$ cat src/rtl/wb_trace_buffer.sv
// ---------------------------------------------------------------------------
// wb_trace_buffer
//
// On-chip capture of MEM/WB write-back records for the pipelined RISC-V CPU.
// Each valid record (pc, alu_out, wb_sel) is written into a circular buffer
// of DEPTH entries, with the oldest entry overwritten first. Capture stops on
// a freeze request, or (optionally) on a PC-match trigger followed by a
// post-trigger window. The buffer is then drained oldest-first over a
// valid/ready handshake.
//
// Optional feature macro: TRACE_TRIGGER_EN
//   defined   -> trig_pc port, PC-match trigger and POST state are present
//   undefined -> capture ends only on freeze; POST_TRIG is unused
//
// Ports:
//   clk          in   single clock, rising edge
//   reset        in   asynchronous active-low reset
//   cap_valid    in   MEM/WB record valid this cycle
//   cap_pc       in   [XLEN-1:0]     record pc
//   cap_alu_out  in   [XLEN-1:0]     record alu_out
//   cap_wb_sel   in   [WB_SEL_W-1:0] record wb_sel
//   arm          in   start capture (honoured only in IDLE)
//   freeze       in   stop capture and drain (honoured in CAPTURE/POST)
//   trig_pc      in   [XLEN-1:0]     trigger address (TRACE_TRIGGER_EN only)
//   rd_ready     in   consumer accepts the presented entry
//   rd_valid     out  entry presented on rd_* is valid
//   rd_pc        out  [XLEN-1:0]     oldest entry pc (0 when !rd_valid)
//   rd_alu_out   out  [XLEN-1:0]     oldest entry alu_out (0 when !rd_valid)
//   rd_wb_sel    out  [WB_SEL_W-1:0] oldest entry wb_sel (0 when !rd_valid)
//   count        out  [clog2(DEPTH):0] entries held, 0..DEPTH
//   wrapped      out  sticky: an entry was overwritten since last arm
//   state        out  [1:0] IDLE=0, CAPTURE=1, POST=2, DRAIN=3
// ---------------------------------------------------------------------------
module wb_trace_buffer #(
  parameter int XLEN      = 32,
  parameter int DEPTH     = 16,
  parameter int WB_SEL_W  = 3,
  parameter int POST_TRIG = 8
) (
  input  logic                      clk,
  input  logic                      reset,
  input  logic                      cap_valid,
  input  logic [XLEN-1:0]           cap_pc,
  input  logic [XLEN-1:0]           cap_alu_out,
  input  logic [WB_SEL_W-1:0]       cap_wb_sel,
  input  logic                      arm,
  input  logic                      freeze,
`ifdef TRACE_TRIGGER_EN
  input  logic [XLEN-1:0]           trig_pc,
`endif
  input  logic                      rd_ready,
  output logic                      rd_valid,
  output logic [XLEN-1:0]           rd_pc,
  output logic [XLEN-1:0]           rd_alu_out,
  output logic [WB_SEL_W-1:0]       rd_wb_sel,
  output logic [$clog2(DEPTH):0]    count,
  output logic                      wrapped,
  output logic [1:0]                state
);

  localparam int AW = $clog2(DEPTH);
  localparam int CW = AW + 1;
  localparam logic [CW-1:0] DEPTH_C = CW'(DEPTH);

  typedef enum logic [1:0] {
    ST_IDLE    = 2'd0,
    ST_CAPTURE = 2'd1,
    ST_POST    = 2'd2,
    ST_DRAIN   = 2'd3
  } state_e;

  // Elaboration-time parameter sanity checks.
  generate
    if ((DEPTH < 2) || ((DEPTH & (DEPTH - 1)) != 0)) begin : g_bad_depth
      $error("wb_trace_buffer: DEPTH must be a power of two >= 2");
    end
    if ((POST_TRIG < 0) || (POST_TRIG >= DEPTH)) begin : g_bad_post
      $error("wb_trace_buffer: POST_TRIG must satisfy 0 <= POST_TRIG < DEPTH");
    end
  endgenerate

  state_e            state_q, state_d;
  logic [AW-1:0]     wr_ptr_q, wr_ptr_d;
  logic [CW-1:0]     count_q, count_d;
  logic              wrapped_q, wrapped_d;
  logic              wr_en_s;
  logic [AW-1:0]     rd_idx_s;
  logic              rd_valid_s;

  logic [XLEN-1:0]     mem_pc_q  [DEPTH];
  logic [XLEN-1:0]     mem_alu_q [DEPTH];
  logic [WB_SEL_W-1:0] mem_sel_q [DEPTH];

`ifdef TRACE_TRIGGER_EN
  localparam logic [AW-1:0] POST_TRIG_C = AW'(POST_TRIG);
  localparam bit            POST_ZERO   = (POST_TRIG == 0);

  logic [AW-1:0] rem_q, rem_d;
  logic          trig_hit_s;

  // Trigger fires on a valid record whose pc matches the trigger address.
  assign trig_hit_s = cap_valid && (cap_pc == trig_pc);
`else
  // POST_TRIG has no role without the trigger feature.
  logic [AW-1:0] unused_post_trig_s;
  assign unused_post_trig_s = AW'(POST_TRIG);
`endif

  // Next-state computation for the capture/drain controller.
  always_comb begin
    state_d   = state_q;
    wr_ptr_d  = wr_ptr_q;
    count_d   = count_q;
    wrapped_d = wrapped_q;
    wr_en_s   = 1'b0;
`ifdef TRACE_TRIGGER_EN
    rem_d     = rem_q;
`endif
    case (state_q)
      ST_IDLE: begin
        if (arm) begin
          state_d   = ST_CAPTURE;
          wr_ptr_d  = {AW{1'b0}};
          count_d   = {CW{1'b0}};
          wrapped_d = 1'b0;
        end else begin
          state_d = ST_IDLE;
        end
      end
      ST_CAPTURE, ST_POST: begin
        wr_en_s = cap_valid;
        if (cap_valid) begin
          wr_ptr_d = wr_ptr_q + AW'(1);
          // A write into a full buffer drops the oldest entry.
          if (count_q == DEPTH_C) begin
            wrapped_d = 1'b1;
          end else begin
            count_d = count_q + CW'(1);
          end
        end else begin
          wr_ptr_d = wr_ptr_q;
        end
        // freeze has priority over the trigger path.
        if (freeze) begin
          state_d = ST_DRAIN;
        end
`ifdef TRACE_TRIGGER_EN
        else if ((state_q == ST_CAPTURE) && trig_hit_s) begin
          rem_d   = POST_TRIG_C;
          state_d = POST_ZERO ? ST_DRAIN : ST_POST;
        end else if ((state_q == ST_POST) && cap_valid) begin
          rem_d = rem_q - AW'(1);
          if (rem_q == AW'(1)) begin
            state_d = ST_DRAIN;
          end else begin
            state_d = ST_POST;
          end
        end
`endif
        else begin
          state_d = state_q;
        end
      end
      ST_DRAIN: begin
        if (count_q == {CW{1'b0}}) begin
          state_d = ST_IDLE;
        end else if (rd_ready) begin
          count_d = count_q - CW'(1);
        end else begin
          count_d = count_q;
        end
      end
      default: begin
        state_d = ST_IDLE;
      end
    endcase
  end

  // Controller registers; reset discards any capture or drain in progress.
  always_ff @(posedge clk or negedge reset) begin
    if (!reset) begin
      state_q   <= ST_IDLE;
      wr_ptr_q  <= {AW{1'b0}};
      count_q   <= {CW{1'b0}};
      wrapped_q <= 1'b0;
`ifdef TRACE_TRIGGER_EN
      rem_q     <= {AW{1'b0}};
`endif
    end else begin
      state_q   <= state_d;
      wr_ptr_q  <= wr_ptr_d;
      count_q   <= count_d;
      wrapped_q <= wrapped_d;
`ifdef TRACE_TRIGGER_EN
      rem_q     <= rem_d;
`endif
    end
  end

  // Record storage; contents are irrelevant until counted, so no reset.
  always_ff @(posedge clk) begin
    if (wr_en_s) begin
      mem_pc_q[wr_ptr_q]  <= cap_pc;
      mem_alu_q[wr_ptr_q] <= cap_alu_out;
      mem_sel_q[wr_ptr_q] <= cap_wb_sel;
    end
  end

  // Oldest entry sits count places behind the write pointer (mod DEPTH);
  // a full buffer wraps this to the write pointer itself.
  assign rd_idx_s   = wr_ptr_q - count_q[AW-1:0];
  assign rd_valid_s = (state_q == ST_DRAIN) && (count_q != {CW{1'b0}});

  // Read port: oldest entry while valid, zeros otherwise.
  always_comb begin
    if (rd_valid_s) begin
      rd_pc      = mem_pc_q[rd_idx_s];
      rd_alu_out = mem_alu_q[rd_idx_s];
      rd_wb_sel  = mem_sel_q[rd_idx_s];
    end else begin
      rd_pc      = {XLEN{1'b0}};
      rd_alu_out = {XLEN{1'b0}};
      rd_wb_sel  = {WB_SEL_W{1'b0}};
    end
  end

  assign rd_valid = rd_valid_s;
  assign count    = count_q;
  assign wrapped  = wrapped_q;
  assign state    = state_q;

endmodule
$ cat config.mk
export PLATFORM = sky130hd
export DESIGN_NAME = wb_trace_buffer
export DESIGN_NICKNAME = d
export VERILOG_FILES = /design/src/rtl/wb_trace_buffer.sv
export SDC_FILE = /design/constraint.sdc
export NUM_CORES = 1
export LEC_CHECK = 0
export CORE_UTILIZATION = 45
export DETAILED_ROUTE_END_ITERATION = 10
export DONT_BUFFER_PORTS = 1
export SLEW_MARGIN = 20
export SYNTH_ARGS = -nofsm -noshare
export SYNTH_HDL_FRONTEND = slang
export SYNTH_SLANG_ARGS = --single-unit
$ cat constraint.sdc
create_clock -name clk -period 9.9 [get_ports clk]
set_input_delay 0.99 -clock clk [delete_from_list [all_inputs] [get_ports clk]]
set_output_delay 0.99 -clock clk [all_outputs]
set_load 0.02 [all_outputs]
==> Yosys cells after proc, flatten, opt, wreduce, memory -nomap -nowiden <==
Memory sizes are Yosys's and may differ from the RTL's.
Index checks and enable logic that the tools add are counted.
{ "classes": {"mux": 23, "add_sub_neg": 4, "n_reduce_logical": 10, "n_eq_ne": 12} }
{ "op_table": {"columns": ["cell", "count"], "rows": [
  ["two-way mux 32 bit", 2],
  ["two-way mux 5 bit", 5],
  ["!= test 2 bit (second input constant)", 8],
  ["case mux 5 bit (3 select lines)", 1],
  ["two-way mux 4 bit", 2],
  ["case mux 4 bit (2 select lines)", 1],
  ["two-way mux 1 bit", 7],
  ["case mux 2 bit (3 select lines)", 1],
  ["adder 5 x 1 -> 5 bit (second input constant)", 1],
  ["== test 5 bit (second input constant)", 1],
  ["zero test 5 bit", 1],
  ["AND reduction 5 bit", 1],
  ["nonzero test 5 bit", 1],
  ["subtractor 5 x 1 -> 5 bit (second input constant)", 1],
  ["adder 4 x 1 -> 4 bit (second input constant)", 1],
  ["== test 2 bit (second input constant)", 2],
  ["two-way mux 2 bit", 2],
  ["AND reduction 4 bit", 1],
  ["subtractor 4 bit", 1],
  ["two-way mux 3 bit", 1],
  ["AND reduction 3 bit", 1],
  ["== test 2 x 1 -> 1 bit (second input constant)", 1],
  ["zero test 2 bit", 1],
  ["case mux 1 bit (2 select lines)", 1],
  ["4 further kinds", 4]
]} }
{ "word_totals": {"output_inout_bits": 76, "mem_count": 3, "in_bits": 73, "wordCells": 56, "regBits": 12, "ram_bits": 1072} }
{ "memory_table": {"columns": ["name", "words", "width", "rd", "rd_ports_with_merged_regs", "write_ports", "line_no", "rtl"], "rows": [
  ["mem_alu_q", 16, 32, 1, 0, 1, "91", "logic [XLEN-1:0] mem_alu_q [DEPTH];"],
  ["mem_pc_q", 16, 32, 1, 0, 1, "90", "logic [XLEN-1:0] mem_pc_q [DEPTH];"],
  ["mem_sel_q", 16, 3, 1, 0, 1, "92", "logic [WB_SEL_W-1:0] mem_sel_q [DEPTH];"]
]} }

==> Depth between registers and ports, before layout <==
{ "logic_depth": {"depth_word": 5, "depth_mapped": 10, "depth_no_buf": 8} }

==> Worst setup path after synthesis <==
OpenSTA, ideal clock, no wires.
{ "synth_path": {"kind": "in2reg", "start": "input cap_valid", "end": "memory mem_alu_q[5][0], enable pin", "slack_ps": 3368, "required_ps": 9326, "cell_stages": 3, "t_arrival_ps": 5958, "setup_time_ps": 574, "path_buffers": 1, "path_cell_list": "clkbuf_1 > nand2_1 > nor3_1"} }
{ "synth_via": {"elab_chain_len": 3} }
{ "synth_lines": {"columns": ["item", "line_no", "rtl"], "rows": [
  ["start: declaration", "42", "input logic cap_valid,"],
  ["two-way mux 1 bit", "119", "case (state_q)"],
  ["two-way mux 1 bit", "202", "if (wr_en_s) begin"],
  ["two-way mux 1 bit (not written as such)", "204", "mem_alu_q[wr_ptr_q] <= cap_alu_out;"],
  ["end: declaration", "91", null]
]} }
No other way between the ends.

==> Final worst setup path <==
{ "layout_path": {"start": "register count_q[0], in the netlist count[0]", "end": "output rd_alu_out[22]"} }
{ "layout_via": {"elab_chain_len": 3, "word_cells_on_any_way": 5, "cone_classes": "1 x add/sub; 1 x mux; 2 x reduce/logical; 1 x memory"} }
{ "layout_lines": {"columns": ["item", "line_no", "rtl"], "rows": [
  ["start: declaration", "84", "logic [CW-1:0] count_q, count_d;"],
  ["start signal: assignment", "184", "count_q <= {CW{1'b0}};"],
  ["start signal: assignment", "192", "count_q <= count_d;"],
  ["subtractor 4 bit or nonzero test 5 bit (tied branches)", "211, 212", null],
  ["memory (16 x 32 bit) or logical AND 1 bit (tied branches)", null, null],
  ["two-way mux 32 bit *", "216", "if (rd_valid_s) begin"],
  ["end: declaration", "54", "output logic [XLEN-1:0] rd_alu_out,"]
]} }
Every way passes the cells marked *; elsewhere a longest branch is shown, timed or not.

==> impl_metrics.csv <==
group,metric,value,unit
outcome,status,"completed",
detailed_routing,ant_nets,0,
synthesis,syn_avg_cell_area,23.4,um^2
synthesis,synth_cell_types,46,
cts,post_cts_buffers,0,
floorplan,core_area,0.0915,mm^2
synthesis,yosysSeqAreaShare,78.2,%
layout,final_nets,1914,
worst_hold_path,min_delay_worst_endpoint,"mem_pc_q[5][3]",
synthesis,synth_warnings,0,
synthesis,ys.flop_type,"edfxtp_1",
sta,fin_crit,6.19,ns
sta,final.setup.tns,0,ns
detailed_routing,wl,92100,um
global_routing,grt_first_pass_wirelength,136000,um
detailed_routing,num_vias,18300,
floorplan,io_pins,149,
power,switching_share,33.4,%
sta,max_slew.worst_pin.slew,1.09,ns
cts,insertion_delay,0.69,ns
global_routing,antenna_found_initial,0,
layout,diodes,0,
floorplan,die_h,306,um
layout,areaGrowthSynthToFinish,11.8,%
power,p_sw,5.27,mW
worst_hold_path,hold_depth,0,
power,p_comb_share,40.9,%
floorplan,initial_utilization,45.4,%
power,clockPowerShare,25.0,%
cts,cts_sinks,1084,
power,internal-power,10.5,mW
power,seqPwrFrac,34.2,%
sta,max_freq,162,MHz
sta,clock_skew,0.0215,ns
sta,finalSetupViolations,0,
floorplan,core.rowCount,111,
cts,cts_buffers,108,
critical_path,worst-setup-path-type,"reg -> out",
synthesis,syn_nets,1859,
critical_path,cp-start-kind,"flip-flop",
critical_path,r2r_setup_slack,6.26,ns
global_routing,grt-ovfl-total,0,
global_routing,grt_pass1_vias,19700,
placed_design,place_area,0.0431,mm^2
sta,final-max-slew-violation-count,0,
synthesis,ys_ff_latch,1084,
sta,hold_violations,0,
cts,ctsHoldBuffers,1,
cts,ctsResizeCount,0,
power,powerDensity,340,mW/mm^2
layout,ff_latch_area,0.0325,mm^2
cts,clkTransAtPathRegs,0.06,ns
critical_path,cp.required,8.91,ns
layout,fillers,7118,
synthesis,synth_edf_count,1072,
sta,slew_headroom,27.2,%
placed_design,dpl.hpwl,44400,um
cts,cts_tree,"built",
placed_design,port_buffers,0,
floorplan,die_area,0.0936,mm^2
global_routing,grt_max_degree,108,
layout,drive_above_1_share,25.4,%
critical_path,r2r-end,"mem_alu_q[15][5]",
cts,htreeDepth,3,
sta,rsz0062_at_grt,"no",
cts,clock_path_buffers,3,
global_routing,grt_usage,20.2,%
layout,multi_input_area,0.00874,mm^2
layout,design_area,0.0465,mm^2
critical_path,crit_arrival,5.20,ns
detailed_routing,vias_per_cell,5.90,
detailed_routing,wl_per_cell,29.7,um
critical_path,critPathCaptureType,"output port",
cts,clockRootBuffer,"clkbuf_16",
placed_design,gp_congestion,0.725,
synthesis,synthCells,1773,
worst_hold_path,min_path_type,"in -> reg",
power,p_leak,14.6,nW
critical_path,reg2regPathDepth,5,
synthesis,synth-async-reset-ratio,1.11,%
flow_run,cap_viol_max_count,0,
synthesis,synth.cell_area,0.0416,mm^2
detailed_routing,dr.first_iter.drc_count,1391,
critical_path,cp_max_fo,70,
power,ir_drop,0.431,mV
detailed_routing,dr.pass1.iters,7,
floorplan,die_x,306,um
detailed_routing,drc,0,
worst_hold_path,holdCritStartpoint,"cap_pc[3]",
sta,timing.final.crit_share,62.5,%
critical_path,rr_startpoint,"state[0]",
[final cells by class]
type | instances | area share, %
Sequential cell | 1084 | 69.9
Multi-Input combinational cell | 584 | 18.8
Clock buffer | 121 | 5.92
Tap cell | 1186 | 3.19
Clock inverter | 80 | 1.43
Timing Repair Buffer | 40 | 0.678
Inverter | 10 | 0.0808
[metrics by stage]
stage	power [mW]	utilization (%)	setup WS, ns	std cells	hold WS [ns]
after floorplan	10.6	-	3.37	1773	0.551
after global placement	12.0	47.0	4.32	2903	0.587
after detailed placement	12.1	47.0	4.31	2903	0.594
after CTS	16.1	50.8	3.55	3105	0.343
after global routing	16.6	50.8	3.31	3105	0.359
final	15.8	50.8	3.71	3105	0.392
[worst max-delay path by stage]
stage,endpoint,startpoint,slack [ns]
3_5_place_dp,rd_alu_out[22],count[0],4.31
5_1_grt,rd_alu_out[22],count[0],3.31
4_1_cts,rd_alu_out[22],count[0],3.55
3_3_place_gp,rd_alu_out[22],count[0],4.32
2_1_floorplan,mem_alu_q[5][0],cap_valid,3.37
6_report,rd_alu_out[22],count[0],3.71
[cells by family after synthesis]
logic type      count (synthesis)  synth area share (%)
compound gates                105                  1.61
xor+xnor                        5                 0.105
fa+ha+maj                      13                 0.409
buf+inv                       105                  1.19
flops                        1084                  78.2
mux                           407                  17.9
simple gates                   54                 0.626
[registers in the layout (all words and copies together), names as in the netlist]
| name | count |
|---|---|
| mem_alu_q | 512 |
| wrapped | 1 |
| count | 5 |
| mem_pc_q | 512 |
| wr_ptr_q | 4 |
| state | 2 |
| mem_sel_q | 48 |
[layer usage]
| layer | wire [um] | up-vias | track usage [%] |
|---|---|---|---|
| met5 | 0 | - | 0 |
| met2 | 47500 | 484 | 34.7 |
| met4 | 1510 | 0 | 4.36 |
| li1 | - | 7719 | - |
| met3 | 6180 | 117 | 5.27 |
| met1 | 36900 | 10000 | 25.8 |
[cells in the mapped netlist, types with 2 or more instances]
| master | count | share of area [%] |
|---|---|---|
| nand2_1 | 11 | 0.099 |
| ha_1 | 12 | 0.36 |
| nand3_1 | 8 | 0.096 |
| o22ai_1 | 67 | 1.0 |
| a21oi_1 | 10 | 0.12 |
| a22o_1 | 3 | 0.063 |
| nor2_1 | 17 | 0.15 |
| buf_2 | 51 | 0.61 |
| xor2_1 | 4 | 0.084 |
| buf_1 | 8 | 0.072 |
| clkbuf_1 | 27 | 0.24 |
| buf_4 | 8 | 0.14 |
| o21ai_2 | 2 | 0.042 |
| o21ai_0 | 8 | 0.096 |
| o21ai_1 | 2 | 0.024 |
| nand2b_1 | 3 | 0.045 |
| a211oi_1 | 2 | 0.036 |
| inv_1 | 9 | 0.081 |
| dfrtp_1 | 12 | 0.72 |
| edfxtp_1 | 1072 | 77 |
| nor3_1 | 6 | 0.072 |
| a31oi_1 | 2 | 0.030 |
| nor3b_1 | 2 | 0.036 |
| mux2i_1 | 137 | 3.3 |
| nor2b_1 | 2 | 0.030 |
| mux4_2 | 268 | 15 |
[power by group through the flow]
| stage | Clock (mW) | Combinational, mW | Sequential (mW) |
|---|---|---|---|
| floorplan | 0 | 5.15 | 5.49 |
| global placement | 0 | 6.55 | 5.48 |
| detailed placement | 0 | 6.61 | 5.50 |
| CTS | 4.02 | 6.62 | 5.40 |
| global route | 4.19 | 6.95 | 5.42 |
| finish | 3.94 | 6.45 | 5.40 |
[layout by cell type, fill, tap and decap left out, drive strengths merged, types with 2 or more instances in the layout]
| cell type | synthesis | layout |
|---|---|---|
| clkinv | 0 | 63 |
| mux4 | 268 | 268 |
| mux2i | 137 | 137 |
| nor2 | 17 | 17 |
| nand2 | 12 | 12 |
| nand2b | 4 | 4 |
| edfxtp | 1072 | 1072 |
| o21ai | 12 | 12 |
| mux2 | 2 | 2 |
| a22o | 3 | 3 |
| ha | 12 | 12 |
| nor2b | 2 | 2 |
| o22ai | 67 | 67 |
| a211oi | 3 | 3 |
| bufinv | 0 | 9 |
| dfrtp | 12 | 12 |
| nand3 | 8 | 8 |
| inv | 10 | 14 |
| buf | 68 | 39 |
| clkinvlp | 0 | 4 |
| xor2 | 4 | 4 |
| nor3b | 2 | 2 |
| a31oi | 2 | 2 |
| clkbuf | 27 | 121 |
| a21oi | 10 | 10 |
| nor3 | 6 | 6 |
[worst max-delay path, stage by stage, from the launching register on]
cell     delay, ns
dfrtp_1       0.62
ha_4          0.19
inv_1         0.06
fa_4          1.41
buf_4         0.95
mux4_2        0.37
mux2i_1       0.08
o22ai_1       0.76
No activity file was read; power rests on OpenSTA's default activity.
